### src/rtl/expr_cmp_pkg.sv
// Shared types and defaults for the expression-DUT signature compactor.
package expr_cmp_pkg;

    typedef enum logic [1:0] {
        IDLE = 2'd0,
        RUN  = 2'd1,
        DONE = 2'd2
    } state_t;

    localparam int          Y_W_DEF  = 90;
    localparam logic [31:0] POLY_DEF = 32'h04C11DB7;
    localparam logic [31:0] SEED_DEF = 32'hFFFFFFFF;

    // Fold the 90-bit result bus to one 32-bit word; the top 26 bits are zero-extended.
    function automatic logic [31:0] fold32(input logic [Y_W_DEF-1:0] y);
        return y[31:0] ^ y[63:32] ^ {6'b0, y[89:64]};
    endfunction

endpackage

### src/rtl/expr_misr32.sv
// 32-bit multiple-input signature register: shift left with polynomial feedback,
// then XOR in the folded input word.
module expr_misr32
    import expr_cmp_pkg::*;
#(
    parameter logic [31:0] POLY      = POLY_DEF,
    parameter logic [31:0] RESET_VAL = SEED_DEF
) (
    input  logic        clk,
    input  logic        reset,
    input  logic        load,
    input  logic [31:0] seed,
    input  logic        en,
    input  logic [31:0] din,
    output logic [31:0] q
);

    // Signature register: load wins over a compaction step.
    always_ff @(posedge clk or posedge reset) begin
        // NOTE: sequential state uses non-blocking (<=) so every register samples pre-edge values.
        if (reset) begin
            q <= RESET_VAL;
        end else if (load) begin
            q <= seed;
        end else if (en) begin
            q <= {q[30:0], 1'b0} ^ (q[31] ? POLY : 32'h0) ^ din;
        end
    end

endmodule

### src/rtl/expr_sig_compactor.sv
// Response compactor: accepts packed DUT results on a valid/ready handshake and
// folds a programmed number of beats into a 32-bit MISR signature.
module expr_sig_compactor
    import expr_cmp_pkg::*;
#(
    parameter int          Y_W   = Y_W_DEF,
    parameter int          SIG_W = 32,
    parameter logic [31:0] POLY  = POLY_DEF,
    parameter logic [31:0] SEED  = SEED_DEF,
    parameter int          CNT_W = 16
) (
    input  logic             clk,
    input  logic             reset,
    input  logic             start,
    input  logic [CNT_W-1:0] vec_total,
    input  logic             in_valid,
    output logic             in_ready,
    input  logic [Y_W-1:0]   in_y,
    output logic             busy,
    output logic             done,
    output logic [SIG_W-1:0] signature,
    output logic [CNT_W-1:0] vec_cnt
);

    localparam logic [CNT_W-1:0] CNT_ONE = CNT_W'(1);

    state_t           state;
    state_t           state_nxt;
    logic [CNT_W-1:0] tgt;
    logic             beat;

    // A beat is only taken in RUN; a start in the same cycle drops it.
    assign beat = (state == RUN) && in_valid && !start;

    // Next-state and handshake/status decode; start overrides every transition.
    always_comb begin
        // NOTE: every output of this block gets a default first so no path can infer a latch.
        state_nxt = state;
        in_ready  = 1'b0;
        busy      = 1'b0;
        done      = 1'b0;
        case (state)
            IDLE: ;
            RUN: begin
                in_ready = 1'b1;
                busy     = 1'b1;
                if (in_valid && (vec_cnt == tgt - CNT_ONE)) begin
                    state_nxt = DONE;
                end
            end
            DONE: done = 1'b1;
            default: state_nxt = IDLE;
        endcase
        if (start) begin
            state_nxt = RUN;
        end
    end

    // State, beat counter and target count; target is captured on start with 0 treated as 1.
    always_ff @(posedge clk or posedge reset) begin
        // NOTE: only control registers are reset here; the signature seed comes from the MISR's own reset value.
        if (reset) begin
            state   <= IDLE;
            vec_cnt <= '0;
            tgt     <= CNT_ONE;
        end else begin
            state <= state_nxt;
            if (start) begin
                vec_cnt <= '0;
                tgt     <= (vec_total == '0) ? CNT_ONE : vec_total;
            end else if (beat) begin
                vec_cnt <= vec_cnt + CNT_ONE;
            end
        end
    end

    expr_misr32 #(
        .POLY      (POLY),
        .RESET_VAL (SEED)
    ) u_misr (
        .clk   (clk),
        .reset (reset),
        .load  (start),
        .seed  (SEED),
        .en    (beat),
        .din   (fold32(in_y)),
        .q     (signature)
    );

endmodule
### config.mk
export PLATFORM = sky130hd
export DESIGN_NAME = expr_sig_compactor
export DESIGN_NICKNAME = d
export VERILOG_FILES = /design/src/rtl/expr_cmp_pkg.sv /design/src/rtl/expr_misr32.sv /design/src/rtl/expr_sig_compactor.sv
export SDC_FILE = /design/constraint.sdc
export NUM_CORES = 1
export LEC_CHECK = 0
export ABC_AREA = 1
export CAP_MARGIN = 0
export CORE_UTILIZATION = 41
export CTS_CLUSTER_SIZE = 14
export DETAILED_ROUTE_END_ITERATION = 6
export PLACE_DENSITY_LB_ADDON = 0.1
export SETUP_SLACK_MARGIN = 0.02
export SLEW_MARGIN = 10
export SYNTH_ARGS = -nofsm -noshare
export SYNTH_HDL_FRONTEND = slang
export SYNTH_SLANG_ARGS = --single-unit
### constraint.sdc
create_clock -name clk -period 2 [get_ports clk]
set_input_delay 0.4 -clock clk [delete_from_list [all_inputs] [get_ports clk]]
set_output_delay 0.4 -clock clk [all_outputs]
set_load 0.02 [all_outputs]
==> flow_summary.json <==
{
  "status": "completed",
  "num_vias": 4128,
  "holdWs_ps": 475,
  "cts_setup_buffers": 0,
  "cp.required_ps": 1600,
  "drive_gt1_frac": 0.140,
  "drt_iter0_drc": 128,
  "fin_skew_ps": 12.6,
  "grt_pass1_vias": 4178,
  "fin_nets": 816,
  "hold_buffers": 0,
  "worstSetupPathType": "reg -> out",
  "fin_ws_ps": 58.4,
  "netlist_instances": 538,
  "p_leak_nw": 2.58,
  "tightest_slew_ps": 395,
  "cp_top_family": "buffers and inverters",
  "clkSinkCount": 66,
  "ir_drop_uv": 434,
  "end_kind": "output pin",
  "syn_avg_cell_area_um2": 8.17,
  "yosys_register_bits": 66,
  "period_minus_slack_ps": 1940,
  "r2r_slack_ps": 120,
  "rr_worst_depth": 14,
  "crit_chain": "clkdlybuf4s50_1",
  "synth_fp_nets": 650,
  "worstHoldPathType": "in -> reg",
  "dp_hpwl_um": 9150,
  "crit_path_start": "u_misr.q[22]",
  "ys.flop_type": "dfstp_2",
  "grt_usage": 0.225,
  "fin_crit_sh": 0.971,
  "synth-seq-area-share": 0.385,
  "cap_violations": 0,
  "cts.clk_slew.worst_paths_ps": 80,
  "wl_per_cell_um": 14.1,
  "cp.arrival_ps": 1540,
  "gp_congestion": 0.863,
  "grt_antenna_before_repair": 0,
  "r2r_end": "state[0]",
  "area_growth_syn_to_layout_pct": 47.3,
  "synth-edff-count": 0,
  "max_freq_ghz": 0.515,
  "antenna_cells": 0,
  "worst_path_largest_cell_delay_ps": 630,
  "fp.dieH_um": 106,
  "async_flop_share": 1.00,
  "rr_startpoint": "tgt[0]",
  "rows": 37,
  "grt_start_max_net_pins": 67,
  "crit_buf_inv": 1,
  "slowest_stage": "clkdlybuf4s50_1",
  "post-route-util": 0.625,
  "grt_overflow": 0,
  "dpl_worst_slack_ps": -127,
  "synth-warning-count": 0,
  "drt_wl_total_um": 11900,
  "die_area_um2": 11100,
  "slew_violations": 0,
  "setup_viol": 0,
  "worstHoldPathCells": 3,
  "hold_path_end": "state[0]",
  "insertion_delay_ps": 350,
  "multi_input_area_um2": 2430,
  "hold_violations": 0,
  "coreArea_um2": 10400,
  "cts_max_level": 3,
  "synth_area_um2": 4400,
  "via_per_inst": 4.89,
  "cts_tree": "done",
  "cts_root_buffer": "clkbuf_8",
  "path_max_fanout": 3,
  "cts_made_buffers": 9,
  "rsz0062_at_grt": "true",
  "route.detailed.drc": 0,
  "drtPass1Iterations": 4,
  "synth_cell_types": 35,
  "worst_setup_path_start_kind": "flip-flop",
  "postRouteAntennaNets": 0,
  "fill_cells": 950,
  "ctsLongestPathBuffers": 2,
  "relSlewSlack": 0.733,
  "io_pins": 161,
  "grt_pass1_wl_um": 19600,
  "min_from": "start",
  "powerDensity_nw_per_um2": 674,
  "regArea_um2": 1700,
  "io_buffer_count": 160,
  "start_util": 0.424,
  "die_x_um": 106
}
state kept, by name, indices dropped and copies added (netlist names):
signal,count
vec_cnt,16
state,2
tgt,16
u_misr.q,32
what timing repair did:
item | in CTS | in global routing
pin swaps | 0 | 2
setup endpoints to repair | 5 | 6
gates resized for setup | 5 | 8
hold endpoints to repair | 0 | 0
power by group:
part | switching [W] | internal (W)
clock network | 0.000525 | 0.000897
registers | 0.000137 | 0.00150
logic | 0.000619 | 0.000685
logic make-up (layout without fill, tap and decap cells):
family,after synthesis,after routing,share of synthesized area
AOI/OAI and AO/OA,70,70,0.0856
buffers and inverters,72,243,0.0686
xor gates and xnor gates,120,120,0.239
adders and majority gates,2,2,0.00569
and+or+nand+nor,208,208,0.216
DFF,66,66,0.385
synth_stat cells, types with 8 or more instances:
cell     count  area [um2]
nand3_1     19        95.1
nor2_1      31         116
buf_2        8        40.0
nand4_1      8        50.1
dfrtp_1     33         826
xnor2_1     72         631
dfstp_2     33         867
a21oi_1     31         155
nor2_2       8        50.1
xor2_1      48         420
nand2_1    115         432
o21ai_0     22         110
o22ai_1     12        75.1
inv_2        9        33.8
inv_1       41         154
metal layers:
metal	global-route usage	share of wire	vias up	routed length (um)
met2	0.396	0.51	142	6040
met5	0	0	-	0
met1	0.259	0.40	1927	4750
met4	0.0972	0.024	0	287
met3	0.0557	0.070	20	832
li1	-	-	2039	-
worst max-delay path by stage:
stage | cells past startpoint | endpoint
floorplan | 10 | vec_cnt[14]
global placement | 9 | vec_cnt[7]
detailed placement | 9 | vec_cnt[6]
CTS | 1 | vec_cnt[9]
global route | 12 | state[0]
finish | 1 | signature[22]
area by class of cell:
class	count	area share
Multi-Input combinational cell	400	0.375
Sequential cell	66	0.262
Timing Repair Buffer	174	0.266
Inverter	53	0.0313
Tap cell	136	0.0263
Clock inverter	4	0.0151
Clock buffer	12	0.0239
metrics by stage:
step	area, um2	std cells	setup TNS [ps]	power (W)
global placement	6200	829	-31.0	0.00295
floorplan	4400	538	0	0.00239
finish	6480	845	0	0.00437
CTS	6450	845	0	0.00440
global route	6480	845	-26.8	0.00458
detailed placement	6200	829	-328	0.00297
cells in the final DEF, fill, tap and decap left out, types with 2 or more instances in the layout:
master / count
clkdlybuf4s50_1: 156
nand2_1: 115
xnor2_1: 72
xor2_1: 48
inv_1: 40
dfstp_2: 33
a21oi_1: 31
nor2_1: 30
dfrtp_1: 28
o21ai_0: 22
nand3_1: 19
o22ai_1: 12
buf_4: 12
clkbuf_8: 11
inv_2: 9
nand4_1: 8
nor2_2: 7
nor3_1: 6
dfrtp_2: 5
nor2_4: 4
nor4_1: 4
nor3_2: 3
nand3b_1: 3
clkinv_1: 3
bufinv_16: 3
o21a_1: 2
nand2_2: 2
nand3_2: 2
clkinvlp_4: 2
ha_1: 2
dlygate4sd2_1: 2
buf_12: 2
Note: power is estimated with default switching activity, not from simulation.
